[config.mk]
export PLATFORM = sky130hd
export DESIGN_NAME = mult_pipe_rnd
export DESIGN_NICKNAME = d
export VERILOG_FILES = /design/src/rtl/mult_pipe_rnd.sv
export SDC_FILE = /design/constraint.sdc
export NUM_CORES = 1
export LEC_CHECK = 0
export ABC_AREA = 1
export BUFFER_PORTS_ARGS = -buffer_cell sky130_fd_sc_hd__buf_4
export CAP_MARGIN = 20
export CORE_UTILIZATION = 43
export CTS_CLUSTER_SIZE = 24
export DETAILED_ROUTE_END_ITERATION = 10
export GPL_ROUTABILITY_DRIVEN = 0
export HOLD_SLACK_MARGIN = 0.02
export PLACE_DENSITY = 0.7
export SLEW_MARGIN = 20
export SYNTH_ARGS = -nofsm -noshare
export SYNTH_HDL_FRONTEND = slang
export SYNTH_SLANG_ARGS = --single-unit
export TNS_END_PERCENT = 5
[constraint.sdc]
create_clock -name clk_i -period 6.6 [get_ports clk_i]
set_clock_uncertainty 0.2 [all_clocks]
set_input_delay 1.65 -clock clk_i [delete_from_list [all_inputs] [get_ports clk_i]]
set_output_delay 1.65 -clock clk_i [all_outputs]
set_load 0.005 [all_outputs]
[src/rtl/mult_pipe_rnd.sv]
// Pipelined signed multiplier with selectable rounding, output narrowing and valid tracking.
// Define MULT_PIPE_SAT_EN to clamp overflowing results and drive ovf_o; otherwise results wrap.
module mult_pipe_rnd #(
    parameter int A_WIDTH     = 16,
    parameter int B_WIDTH     = 16,
    parameter int O_WIDTH     = 16,
    parameter int DROP_MSB    = 1,
    parameter int PIPE_STAGES = 3
) (
    input  logic               clk_i,
    input  logic               rst_i,
    input  logic               en_i,
    input  logic               valid_i,
    input  logic [A_WIDTH-1:0] a_i,
    input  logic [B_WIDTH-1:0] b_i,
    input  logic [1:0]         rnd_mode_i,
    output logic [O_WIDTH-1:0] mult_o,
    output logic               valid_o,
    output logic               ovf_o
);

    localparam int N  = A_WIDTH + B_WIDTH;
    localparam int D  = N - DROP_MSB - O_WIDTH;
    // rounded result: kept window plus dropped sign bits plus one guard bit
    localparam int RW = N + 1 - D;

    logic signed [A_WIDTH-1:0] a_s1;
    logic signed [B_WIDTH-1:0] b_s1;
    logic [1:0]                mode_s1;
    logic                      valid_s1;

    logic signed [N-1:0]       prod_s2;
    logic [1:0]                mode_s2;
    logic                      valid_s2;

    logic signed [N-1:0]       prod_d  [PIPE_STAGES];
    logic [1:0]                mode_d  [PIPE_STAGES];
    logic                      valid_d [PIPE_STAGES];

    logic signed [N-1:0]       p_last;
    logic [1:0]                m_last;
    logic [RW-1:0]             r_full;
    logic [O_WIDTH-1:0]        result;

    always_ff @(posedge clk_i) begin
        if (rst_i) begin
            a_s1     <= '0;
            b_s1     <= '0;
            mode_s1  <= '0;
            valid_s1 <= 1'b0;
        end else if (en_i) begin
            a_s1     <= a_i;
            b_s1     <= b_i;
            mode_s1  <= rnd_mode_i;
            valid_s1 <= valid_i;
        end
    end

    always_ff @(posedge clk_i) begin
        if (rst_i) begin
            prod_s2  <= '0;
            mode_s2  <= '0;
            valid_s2 <= 1'b0;
        end else if (en_i) begin
            prod_s2  <= N'(a_s1) * N'(b_s1);
            mode_s2  <= mode_s1;
            valid_s2 <= valid_s1;
        end
    end

    always_ff @(posedge clk_i) begin
        if (rst_i) begin
            for (int i = 0; i < PIPE_STAGES; i++) begin
                prod_d[i]  <= '0;
                mode_d[i]  <= '0;
                valid_d[i] <= 1'b0;
            end
        end else if (en_i) begin
            prod_d[0]  <= prod_s2;
            mode_d[0]  <= mode_s2;
            valid_d[0] <= valid_s2;
            for (int i = 1; i < PIPE_STAGES; i++) begin
                prod_d[i]  <= prod_d[i-1];
                mode_d[i]  <= mode_d[i-1];
                valid_d[i] <= valid_d[i-1];
            end
        end
    end

    assign p_last = prod_d[PIPE_STAGES-1];
    assign m_last = mode_d[PIPE_STAGES-1];

    generate
        if (D > 0) begin : g_round
            localparam logic [D-1:0] HALF = D'(1) << (D - 1);
            logic       tie;
            logic       round_add;
            logic [N:0] sum;

            assign tie = (p_last[D-1:0] == HALF);
            // convergent skips the half-add only on an exact tie whose kept LSB is already even
            assign round_add = (m_last == 2'd1) ||
                               ((m_last == 2'd2) && !(tie && !p_last[D]));
            assign sum    = {p_last[N-1], p_last} +
                            (round_add ? {{(N + 1 - D){1'b0}}, HALF} : '0);
            assign r_full = sum[N:D];
        end else begin : g_exact
            logic mode_unused;
            assign mode_unused = ^m_last;
            assign r_full      = {p_last[N-1], p_last};
        end
    endgenerate

`ifdef MULT_PIPE_SAT_EN
    localparam logic [O_WIDTH-1:0] MAX_POS = {1'b0, {(O_WIDTH - 1){1'b1}}};
    localparam logic [O_WIDTH-1:0] MIN_NEG = {1'b1, {(O_WIDTH - 1){1'b0}}};

    logic [RW-O_WIDTH:0] top_bits;
    logic                ovf_c;

    // result fits only if every bit from the output sign upward agrees
    assign top_bits = r_full[RW-1:O_WIDTH-1];
    assign ovf_c    = !((&top_bits) || !(|top_bits));
    assign result   = ovf_c ? (r_full[RW-1] ? MIN_NEG : MAX_POS) : r_full[O_WIDTH-1:0];

    always_ff @(posedge clk_i) begin
        if (rst_i) begin
            ovf_o <= 1'b0;
        end else if (en_i) begin
            ovf_o <= ovf_c;
        end
    end
`else
    logic sat_unused;

    assign sat_unused = ^r_full[RW-1:O_WIDTH];
    assign result     = r_full[O_WIDTH-1:0];
    assign ovf_o      = 1'b0;
`endif

    always_ff @(posedge clk_i) begin
        if (rst_i) begin
            mult_o  <= '0;
            valid_o <= 1'b0;
        end else if (en_i) begin
            mult_o  <= result;
            valid_o <= valid_d[PIPE_STAGES-1];
        end
    end

endmodule

# After elaboration in Yosys (flattened, before gate mapping)
# Memory sizes are Yosys's and may differ from the RTL's. A register that Yosys moved wholly into a read port is not among the register bits.
# Cells that the tools add are included.
dict set report word_totals {
  mem_count 3
  inputBits 38
  romBits 0
  ram_bits 105
  regBits 86
  latch_bits 0
}
# name depth word_bits rd rd_ports_with_merged_regs wr line
set mem_list {}
lappend mem_list {prod_d 3 32 3 0 3 36} ;# logic signed [N-1:0] prod_d [PIPE_STAGES];
lappend mem_list {mode_d 3 2 3 0 3 37} ;# logic [1:0] mode_d [PIPE_STAGES];
lappend mem_list {valid_d 3 1 3 1 3 38} ;# logic valid_d [PIPE_STAGES];
dict set report classes {
  mux 15
  addsub 1
  n_div 0
  n_eq_ne 3
  n_lt_le_gt_ge 0
  reduce_logical 5
  n_mul 1
  shifts 0
  bitwise 9
}
# cell count
set op_table {}
lappend op_table {{two-way mux 32 bit} 3}
lappend op_table {{multiplier 16 x 16 -> 32 bit} 1}
lappend op_table {{adder 31 x 16 -> 31 bit} 1}
lappend op_table {{== test 15 bit (second input constant)} 1}
lappend op_table {{two-way mux 15 bit} 1}
lappend op_table {{bitwise OR 1 bit} 9}
lappend op_table {{two-way mux 1 bit} 8}
lappend op_table {{two-way mux 2 bit} 3}
lappend op_table {{== test 2 x 1 -> 1 bit (second input constant)} 1}
lappend op_table {{== test 2 bit (second input constant)} 1}
lappend op_table {{logical AND 1 bit} 2}
lappend op_table {{logical NOT 1 bit} 2}
lappend op_table {{logical OR 1 bit} 1}

# Logic depth before layout (Yosys ltp)
# Gate-level depths: netlist (run 1).
# An unclocked memory read counts as a cell.
dict set report logic_depth {
  ltp_word 8
  ltp_mapped 28
  mapped_depth_nobuf 26
}

# Worst setup path before layout (run 1)
# Ideal clock, no wire load.
dict set report synth_path {
  path_type {flip-flop to flip-flop}
  start {register a_s1[15]}
  end {register prod_s2[29]}
  arrival_time_ns 5.452
  n_path_buf 2
  required_ns 6.287
  stages_incl_launch_ff 24
  path_slack_ns 0.835
  period_less_slack_ns 5.765
  setup_time_ns 0.113
  path_cell_list {dfxtp_1 buf_4 clkbuf_1 nand2_1 inv_1 fa_1 inv_1 fa_1 inv_1 fa_1 inv_1 fa_1 inv_1 fa_1 fa_1 ha_1 inv_1 nor3_1 nand2_1 or2_1 nand3_1 nand2_1 nand3_1 nand2_1}
}
dict set report synth_between {
  elab_chain_len 1
}
# element line
set synth_rtl {}
lappend synth_rtl {{start, declared} 27} ;# logic signed [A_WIDTH-1:0] a_s1;
lappend synth_rtl {{start signal, assigned} 52} ;# a_s1 <= a_i;
lappend synth_rtl {{multiplier 16 x 16 -> 32 bit} 65} ;# prod_s2 <= N'(a_s1) * N'(b_s1);
lappend synth_rtl {{end signal, assigned} 65}
lappend synth_rtl {{end, declared} 32} ;# logic signed [N-1:0] prod_s2;
# No other way between the ends.
# A chain may end at the register's enable or synchronous reset.

# Worst setup path after layout (run 1)
dict set report layout_path {
  start {register b_s1[3]}
  end {register prod_s2[29]}
}
dict set report layout_between {
  elab_chain_len 1
}
# element line
set layout_rtl {}
lappend layout_rtl {{start, declared} 28} ;# logic signed [B_WIDTH-1:0] b_s1;
lappend layout_rtl {{start signal, assigned} 53} ;# b_s1 <= b_i;
lappend layout_rtl {{multiplier 16 x 16 -> 32 bit} 65}
# No other way between the ends.

==> results of run 1 <==
==> layout by cell type (no fill, tap or decap), types with 5 or more instances in the layout <==
cell / Yosys / layout
o21ai_0: 52 / 52
nor2_4: 3 / 5
nand3_1: 30 / 30
buf_4: 3 / 89
inv_2: 8 / 8
clkbuf_16: 0 / 19
edfxtp_1: 102 / 102
fa_1: 256 / 256
o22ai_1: 13 / 13
inv_1: 577 / 575
nand4_1: 11 / 11
ha_1: 81 / 81
nand2_1: 413 / 413
nor3_1: 9 / 9
o21ai_1: 21 / 21
dfxtp_1: 86 / 84
a22o_1: 27 / 27
clkinv_8: 0 / 5
a21oi_1: 43 / 43
nand2_2: 13 / 13
nor2_1: 168 / 166
==> stage by stage <==
stage                     instance area (sq um)  cells  setup slack, ps  hold slack (ps)
after CTS                                 19030   2609            297.5            256.6
final                                     19040   2609            372.9            250.9
after floorplan                           17410   2054            835.0            226.0
after global placement                    18400   2577            424.1            238.0
after global routing                      19040   2609            66.10            267.9
after detailed placement                  18400   2577            339.0            241.5
==> registers in the layout (all words and copies together), names as in the netlist, 3 cells and up <==
name	count
valid_d	3
prod_d	93
prod_s2	31
a_s1	16
mult_o	16
mode_d	6
b_s1	16
==> power by group through the flow <==
stage | registers [mW] | logic, mW | clock network, mW
3_3_place_gp | 1.41 | 0.855 | 0
6_report | 1.39 | 0.883 | 1.08
3_5_place_dp | 1.42 | 0.880 | 0
5_1_grt | 1.40 | 1.02 | 1.15
2_1_floorplan | 1.37 | 0.665 | 0
4_1_cts | 1.39 | 0.886 | 1.10
==> what timing repair did <==
action | CTS | global route
setup buffers | 0 | 0
endpoints found under the setup margin | 0 | 1
resized for setup | 0 | 2
==> worst paths after layout <==
kind / end / start / cells past startpoint
max: prod_s2[29] / b_s1[3] / 22
min: prod_s2[28] / prod_s2[28] / 2
max reg2reg: prod_s2[29] / b_s1[3] / 22
min reg2reg: prod_s2[28] / prod_s2[28] / 2
==> routing by layer <==
layer  vias to the layer above  part of all wire  global-route usage
li1                       6041                 -                   -
met1                      6132              0.42              0.2479
met2                       345              0.50              0.3585
met3                        97             0.044             0.02605
met4                         0             0.032             0.07922
met5                         -                 0                   0
==> worst reg2reg max path, cell delays in order, from the launching register on <==
cell and delay [ps]:
dfxtp_1 740, nand2_1 160, inv_1 100, fa_1 510, inv_1 170, fa_1 490, inv_1 270, fa_1 510
fa_1 560, inv_1 50, fa_1 470, inv_1 50, fa_1 440, ha_1 340, inv_1 90, nor3_1 330
nand2_1 120, nor3_1 200, nand2_2 90, nand3_1 70, nand2_1 50, nand3_1 70, nand2_1 50
==> cell families after synthesis <==
logic type	synth area share
AO/OA/AOI/OAI	0.06339
flip-flops	0.2748
AND/OR/NAND/NOR	0.1575
other	0.0002154
buffers and inverters	0.1475
XOR/XNOR	0.004024
adder cells (fa/ha/maj)	0.3526
==> layout make-up <==
type	instances	share of cell area
multi-input cells	1189	0.5291
repair buffers	90	0.03615
well taps	525	0.03451
clock inverters	12	0.007493
inverters	585	0.1156
flip-flops and latches	188	0.2515
clock buffers	20	0.02570
==> qor.yml, run 1 <==
run_status:
  outcome: "finished, final reports clean"
worst_setup_path:
  slowest_delay_ps: 740
  worstPathCellList: "nand2_1, inv_1, fa_1, inv_1, fa_1, inv_1, fa_1, fa_1, inv_1, fa_1, inv_1, fa_1, ha_1, inv_1, nor3_1, nand2_1, nor3_1, nand2_2, nand3_1, nand2_1, nand3_1, nand2_1"
  required_ps: 6750
  crit_slowest_cell: "dfxtp_1"
  end_kind: "flop"
  critPathTopFamily: "adder cells"
  cp_max_fo: 17
  timing.critical_path.buf_inv: 6
  start_kind: "flop"
  crit_type: "flop to flop"
  r2r_slack_ps: 370
  cp.arrival_ps: 6370
synth:
  async_flop_share: 0
  synth_enable_flop_cells: 102
  synth_commonest_cells: "inv_1, nand2_1, fa_1"
  ys_warn_count: 0
  synth.yosys.seq_area_share: 0.2748
  synth.area.top_cells: "fa_1, edfxtp_1, inv_1"
  synthCells: 2054
  synth_top_flop_cell: "edfxtp_1"
  synth_top_area_share: 0.2944
  post-synth-top-area-cell: "fa_1"
  ys_types: 53
  synth_seq_cells: 188
  avgSynthCellArea_sq_um: 8.476
  syn-cell-area_sq_um: 17410
  yosysMostFrequentCell: "inv_1"
  synth_nets: 2429
route:
  drt-total-wl_microns: 38680
  wl_per_cell_microns: 14.83
  first_pass_iters: 6
  drcViolationCount: 0
  via_per_inst: 4.835
  antenna_left: 0
  drt_iter0_drc: 824
  num_vias: 12620
sta:
  rsz0062_at_grt: "no"
  period_share: 0.9435
  timing.fmax_mhz: 160.6
  period_needed_ps: 6227
  finalMaxSlewViolations: 0
  tns_ps: 0
  setup_viol: 0
  slew_headroom: 0.3714
  max_slew.worst_pin.slew_ps: 942.9
  hold_violations: 0
clocking:
  cts_made_buffers: 17
  worstSkewPairLatency_ps: 450
  cts_num_sinks: 188
  htree_num_levels: 4
  clock_path_buffers: 2
  cts_hold_buffers: 0
  cts-root-buf: "clkbuf_16"
  tritoncts: "yes"
  path_clk_slew_ps: 80
die:
  start_util: 0.4372
  num_rows: 73
  dieWidth_microns: 203.2
  coreArea_sq_um: 39820
  die_area_sq_um: 41290
  io_pins: 56
  fp.dieH_microns: 203.2
global_route:
  grt-ovfl-total: 0
  grt_pass1_vias: 13660
  grt_antenna_before_repair: 0
  grt_pass1_wl_microns: 66050
  grt_max_degree: 79
  track_usage: 0.2017
layout:
  drive_above_1_share: 0.08445
  nNetsFinal: 2446
  final_util: 0.4780
  seqCellArea_sq_um: 4787
  multi_input_area_sq_um: 10070
  num-fill-cells: 3756
  area_delta_synth_final_pct: 9.343
  antenna_cells: 0
pwr:
  ir_drop_mv: 0.1776
  clockPowerShare: 0.322
  intPower_mw: 2.211
  power.total_mw: 3.357
  seq_power_share: 0.414
  power.switching_mw: 1.146
  combPwrFrac: 0.263
  power_density_nw_per_um2: 176.4
  leakage_nw: 9.890
  power_switching_share: 0.3413
placed_design:
  post-dp-hpwl_microns: 30880
  portBuffers: 54
job:
  maxCapViolations: 0
worst_hold_path:
  holdCritPathClass: "flop to flop"
Power figures use the tool's default switching activity.
==> run 2, diff against run 1 <==
--- a/config.mk
+++ b/config.mk
@@ -6,6 +6,7 @@
 export NUM_CORES = 1
 export LEC_CHECK = 0
 export ABC_AREA = 1
+export ABC_CLOCK_PERIOD_IN_PS = 6600
 export BUFFER_PORTS_ARGS = -buffer_cell sky130_fd_sc_hd__buf_4
 export CAP_MARGIN = 20
 export CORE_UTILIZATION = 43
==> constraint.sdc (replaced) <==
create_clock -name clk_i -period 6.6 [get_ports clk_i]
set_clock_uncertainty 0.2 [all_clocks]
set_input_delay 1.32 -clock clk_i [delete_from_list [all_inputs] [get_ports clk_i]]
set_output_delay 1.32 -clock clk_i [all_outputs]
set_load 0.005 [all_outputs]
==> run 2 against run 1 <==
  * Via count shrank 0.33%
  * Critical path type unchanged
  * Worst setup slack lost 52 ps
  * Total power shrank 0.72%
  * Critical endpoint is now prod_s2[30]
  * Sequential cell count is the same
  * Global-route usage shrank 0.41 points
  * Final cell count is the same
  * Largest power group unchanged
==> qor.yml, run 2 (synthesis results as in run 1) <==
run_status:
  outcome: "finished, final reports clean"
clocking:
  cts_hold_buffers: 0  # unchanged
  path_clk_slew_ps: 90  # about the same
  cts_made_buffers: 17  # unchanged
  tritoncts: "yes"
  worstSkewPairLatency_ps: 440  # about the same
  clock_path_buffers: 2  # unchanged
  cts-root-buf: "clkbuf_16"
  post_cts_buffers: 0  # unchanged
  postCtsResizedCells: 0  # unchanged
  htree_num_levels: 4  # unchanged
  cts_num_sinks: 188  # unchanged
die:
  io_pins: 56  # unchanged
  num_rows: 73  # unchanged
  fp.dieH_microns: 203.2  # unchanged
  dieWidth_microns: 203.2  # unchanged
  coreArea_sq_um: 39820  # unchanged
  start_util: 0.4372  # unchanged
  die_area_sq_um: 41290  # unchanged
worst_hold_path:
  holdCritPathClass: "flop to flop"
worst_setup_path:
  start_kind: "flop"
  timing.critical_path.buf_inv: 3  # -3
  end_kind: "flop"
  critPathTopFamily: "adder cells"
  cp_common_cell: "fa_1"
  worstPathCellList: "nand2_1, fa_1, fa_1, inv_1, fa_1, inv_1, fa_1, fa_1, fa_1, inv_1, ha_1, nand2_1, nor2_1, nand2_1, nor3_4, nand2_2, nand2_2, nand3_1, nand3_1, nand2_1"
  slowest_delay_ps: 830  # +90 ps
  r2r_slack_ps: 320  # -50 ps
  required_ps: 6730  # -20 ps
  crit_type: "flop to flop"
  cp_max_fo: 17  # unchanged
  crit_slowest_cell: "dfxtp_1"
  cp.arrival_ps: 6400  # +30 ps
layout:
  final_common_cell: "inv_1"
  num-fill-cells: 3767  # +0.29%
  nNetsFinal: 2446  # unchanged
  top_regs: "prod_d x93, prod_s2 x31"
  top_register: "prod_d"
  largest_register_ffs: 93  # unchanged
  drive_above_1_share: 0.08397  # -0.0004798
  antenna_cells: 0  # unchanged
  area_delta_synth_final_pct: 9.271  # about the same
  final_cell_mix: "inv_1, nand2_1, fa_1"
route:
  drcViolationCount: 0  # unchanged
  drt_iter0_drc: 766  # -7.0%
  antenna_left: 0  # unchanged
  drt-total-wl_microns: 37880  # -2.1%
  via_per_inst: 4.819  # -0.33%
  first_pass_iters: 5  # -1
  wl_per_cell_microns: 14.52  # -2.1%
  num_vias: 12570  # -0.33%
sta:
  slew_headroom: 0.4359  # +0.06452
  final.setup.worst_slack_ps: 321.3  # -51.67 ps
  tns_ps: 0  # unchanged
  max_slew.worst_pin.slew_ps: 845.0  # -97.93 ps
  setup_viol: 0  # unchanged
  timing.hold.ws_ps: 256.0  # +5.127 ps
  period_needed_ps: 6279  # +51.67 ps
  finalMaxSlewViolations: 0  # unchanged
  period_share: 0.9513  # +0.007829
  hold_violations: 0  # unchanged
  timing.fmax_mhz: 159.3  # -0.82%
  rsz0062_at_grt: "no"
global_route:
  grt_pass1_vias: 13620  # -0.36%
  grt-ovfl-total: 0  # unchanged
  track_usage: 0.1976  # -0.004134
  grt_antenna_before_repair: 0  # unchanged
  grt_pass1_wl_microns: 64950  # -1.7%
  grt_max_degree: 60  # -24%
placed_design:
  portBuffers: 54  # unchanged
  pre_cts_ws_ps: 348.1  # +9.037 ps
  post-dp-hpwl_microns: 30470  # -1.3%
pwr:
  power.total_mw: 3.333  # -0.72%
  leakage_nw: 9.885  # about the same
  ir_drop_mv: 0.1625  # -8.5%
  power_density_nw_per_um2: 175.2  # -0.65%
job:
  maxCapViolations: 0  # unchanged
[run 2: cell types whose count changed in the layout (fill, tap and decap cells not counted), sizes merged]
cell    before  now
clkinv       8    9
clkbuf      20   19
[run 2: final cells by class]
| cell class | count | area (sq um) | area share |
|---|---|---|---|
| clock buffer | 19 | 475.5 | 0.02499 |
| clock inverter | 13 | 145.1 | 0.007630 |
| inverter | 585 | 2200 | 0.1156 |
| multi-input combinational | 1189 | 10070 | 0.5295 |
| sequential | 188 | 4786 | 0.2516 |
| tap | 525 | 656.9 | 0.03453 |
| timing repair buffer | 90 | 688.2 | 0.03617 |
[run 2: tightest hold or removal path, delay by kind of cell (launching register included)]
| kind | cells | cell delay, ps |
|---|---|---|
| flops | 1 | 310 |
| simple gates | 2 | 110 |
[run 2: where the power goes]
group | internal, mW | leakage, nW | switching (mW) | total (mW)
Sequential | 1.32 | 1.84 | 0.0681 | 1.39
Clock | 0.551 | 0.306 | 0.514 | 1.06
Combinational | 0.325 | 7.74 | 0.552 | 0.878
Total | 2.20 | 9.89 | 1.13 | 3.33
[run 2: metal layers]
layer	wire (microns)	global-route usage	up-vias
li1	-	-	6052
met1	15900	0.2368	6124
met2	18990	0.3531	314
met3	1831	0.03372	83
met4	1163	0.07492	0
met5	0	0	-
[run 2: per-stage QoR]
stage / area (sq um) / util / cells
3_5_place_dp: 18400 / 0.4621 / 2577
6_report: 19020 / 0.4777 / 2609
5_1_grt: 19020 / 0.4777 / 2609
2_1_floorplan: 17410 / - / 2054
3_3_place_gp: 18400 / 0.4621 / 2577
4_1_cts: 19020 / 0.4777 / 2609
[run 2: final timing paths]
kind,cells after the start,start,to
setup / recovery,20,b_s1[5],prod_s2[30]
hold / removal,2,mult_o[14],mult_o[14]
setup reg to reg,20,b_s1[5],prod_s2[30]
hold reg to reg,2,mult_o[14],mult_o[14]
==> run 3, diff against run 2 <==
--- a/config.mk
+++ b/config.mk
@@ -5,8 +5,6 @@
 export SDC_FILE = /design/constraint.sdc
 export NUM_CORES = 1
 export LEC_CHECK = 0
-export ABC_AREA = 1
-export ABC_CLOCK_PERIOD_IN_PS = 6600
 export BUFFER_PORTS_ARGS = -buffer_cell sky130_fd_sc_hd__buf_4
 export CAP_MARGIN = 20
 export CORE_UTILIZATION = 43
==> run 3 against run 2 <==
  * Critical path depth unchanged
  * Sequential share of layout area up 1.0 points
  * Count of clock-buffer cells in the layout up 3
  * Synthesized cell count is 21% lower
  * Non-clock buffer count increased by 1
  * Global-route usage shrank 0.32 points
  * Die area fell by 4.2%
  * Clock power hardly changed
  * Final area is 3.6% lower
  * Largest cell class unchanged
==> qor.yml, run 3 <==
route:
  drt-total-wl_microns: 36010  # -4.9%
  antenna_left: 0  # unchanged
  drcViolationCount: 0  # unchanged
  num_vias: 10890  # -13%
  wl_per_cell_microns: 16.47  # +13%
  via_per_inst: 4.980  # +3.3%
  drt_iter0_drc: 666  # -13%
  first_pass_iters: 5  # unchanged
synth:
  synthCells: 1624  # -21%
  synth_nets: 1999  # -18%
  ys_warn_count: 0  # unchanged
  async_flop_share: 0  # unchanged
  syn-cell-area_sq_um: 16670  # -4.2%
  avgSynthCellArea_sq_um: 10.27  # +21%
  synth.area.top_cells: "fa_1, edfxtp_1, dfxtp_1"
  synth_top_flop_cell: "edfxtp_1"
  synth_seq_cells: 188  # unchanged
  ys_types: 56  # +5.7%
  synth_commonest_cells: "inv_1, fa_1, and2_1"
  yosysMostFrequentCell: "inv_1"
  synth_top_area_share: 0.3074  # +0.01304
  synth.yosys.seq_area_share: 0.2870  # +0.01217
  post-synth-top-area-cell: "fa_1"
  synth_enable_flop_cells: 102  # unchanged
die:
  coreArea_sq_um: 37930  # -4.7%
  start_util: 0.4395  # +0.002327
  num_rows: 71  # -2.7%
  fp.dieH_microns: 198.9  # -2.1%
  io_pins: 56  # unchanged
  dieWidth_microns: 198.9  # -2.1%
  die_area_sq_um: 39560  # -4.2%
sta:
  period_needed_ps: 6406  # +127.3 ps
  max_slew.worst_pin.slew_ps: 1036  # +191.0 ps
  rsz0062_at_grt: "no"
  setup_viol: 0  # unchanged
  hold_violations: 0  # unchanged
  slew_headroom: 0.3094  # -0.1265
  tns_ps: 0  # unchanged
  period_share: 0.9706  # +0.01929
  timing.hold.ws_ps: 250.2  # -5.789 ps
  timing.fmax_mhz: 156.1  # -2.0%
  finalMaxSlewViolations: 0  # unchanged
  final.setup.worst_slack_ps: 194.0  # -127.3 ps
worst_setup_path:
  reg2reg_from: "b_s1[6]"
  cp_common_cell: "fa_1"
  critPathTopFamily: "adder cells"
  timing.critical_path.buf_inv: 4  # +1
  crit_path_start: "b_s1[6]"
  crit_slowest_cell: "dfxtp_1"
  worstPathCellList: "and2_1, fa_1, inv_1, fa_1, fa_1, inv_1, fa_1, fa_1, inv_1, fa_1, inv_1, ha_1, a21o_1, a211o_1, a211oi_2, nor2_1, nand2_1, nand2_1, a211o_1, a32o_1"
  slowest_delay_ps: 670  # -160 ps
  cp_max_fo: 13  # -4
  start_kind: "flop"
  required_ps: 6720  # about the same
  cp.arrival_ps: 6520  # +120 ps
  crit_type: "flop to flop"
  end_kind: "flop"
global_route:
  grt_antenna_before_repair: 0  # unchanged
  track_usage: 0.1945  # -0.003153
  grt_max_degree: 69  # +15%
  grt_pass1_vias: 11630  # -15%
  grt_pass1_wl_microns: 59540  # -8.3%
  grt-ovfl-total: 0  # unchanged
pwr:
  power_density_nw_per_um2: 184.9  # +5.5%
  ir_drop_mv: 0.1906  # +17%
  power.total_mw: 3.392  # +1.8%
  leakage_nw: 8.711  # -12%
layout:
  top_register: "prod_d"
  antenna_cells: 0  # unchanged
  final_common_cell: "inv_1"
  drive_above_1_share: 0.08831  # +0.004332
  largest_register_ffs: 93  # unchanged
  top_regs: "prod_d x93, prod_s2 x31"
  nNetsFinal: 2038  # -17%
  final_cell_mix: "inv_1, fa_1, and2_1"
  num-fill-cells: 3405  # -9.6%
  final_util: 0.4835  # +0.005798
  seqCellArea_sq_um: 4806  # +0.42%
  area_delta_synth_final_pct: 10.01
  multi_input_area_sq_um: 10460  # +3.9%
run_status:
  outcome: "finished, final reports clean"
clocking:
  cts_num_sinks: 188  # unchanged
  htree_num_levels: 4  # unchanged
  worstSkewPairLatency_ps: 440  # about the same
  path_clk_slew_ps: 80  # about the same
  cts-root-buf: "clkbuf_16"
  tritoncts: "yes"
  clock_path_buffers: 2  # unchanged
  cts_made_buffers: 17  # unchanged
placed_design:
  pre_cts_ws_ps: 127.9  # -220.2 ps
  portBuffers: 54  # unchanged
  post-dp-hpwl_microns: 27960  # -8.2%
worst_hold_path:
  min-delay-start: "prod_s2[28]"
  holdCritPathClass: "flop to flop"
job:
  maxCapViolations: 0  # unchanged
-- run 3: changes by cell type after synthesis, moves of 25 or more --
| cell | change |
|---|---|
| inv_1 | -277 |
| nand2_1 | -252 |
| and2_1 | +221 |
| nor2_1 | -85 |
| mux2i_1 | +56 |
| xnor2_1 | +26 |
| a22o_1 | -25 |
| o21ai_0 | -25 |
-- run 3: kinds of logic (layout without fill, tap and decap cells) --
family	count (synthesis)	count (layout)	synth area share
adder cells (fa/ha/maj)	337	337	0.3682
flip-flops	188	188	0.2870
other	1	1	0.0002249
AND/OR/NAND/NOR	519	519	0.1578
buffers and inverters	371	423	0.08616
AO/OA/AOI/OAI	105	105	0.04060
XOR/XNOR	47	47	0.02634
multiplexers	56	56	0.03362
-- run 3: worst paths after layout --
kind         cells past startpoint     endpoint  slack (ps)
min reg2reg                      2  prod_s2[28]         250
min                              2  prod_s2[28]         250
max reg2reg                     20  prod_s2[26]         190
max                             20  prod_s2[26]         190
-- run 3: area by class of cell --
type | count | area share
repair buffers | 91 | 0.03793
multi-input cells | 1065 | 0.5705
clock buffers | 22 | 0.02770
clock inverters | 10 | 0.005390
inverters | 300 | 0.06154
well taps | 511 | 0.03486
flip-flops and latches | 188 | 0.2620
-- run 3: through the flow --
| stage | instance area (sq um) | std cells |
|---|---|---|
| 2_1_floorplan | 16670 | 1624 |
| 3_3_place_gp | 17710 | 2155 |
| 3_5_place_dp | 17710 | 2155 |
| 4_1_cts | 18310 | 2187 |
| 5_1_grt | 18340 | 2187 |
| 6_report | 18340 | 2187 |
-- run 3: layer usage --
metal | vias to the layer above | share of wire | global-route usage | wire (microns)
li1 | 5051 | - | - | -
met1 | 5524 | 0.45 | 0.2597 | 16090
met2 | 265 | 0.48 | 0.3278 | 17310
met3 | 51 | 0.044 | 0.02153 | 1601
met4 | 0 | 0.028 | 0.06781 | 1010
met5 | - | 0 | 0 | 0
-- run 3: worst reg2reg max path, delay by kind of cell (launching register included) --
| kind | cells | cell delay [ps] |
|---|---|---|
| buf+inv | 4 | 230 |
| simple gates | 4 | 590 |
| flops | 1 | 670 |
| fa+ha+maj | 7 | 3180 |
| compound gates | 5 | 1390 |
-- run 3: what timing repair did --
action	4_1_cts	5_1_grt
resized for setup	0	19
endpoints found under the hold margin	0	0
endpoints found under the setup margin	0	5
hold buffers	0	0
setup buffers	0	0
-- run 3: where the power goes --
part           total [mW]  switching [mW]  internal [mW]
registers            1.41          0.0776           1.33
logic               0.901           0.509          0.392
clock network        1.08           0.487          0.597
total                3.39            1.07           2.32
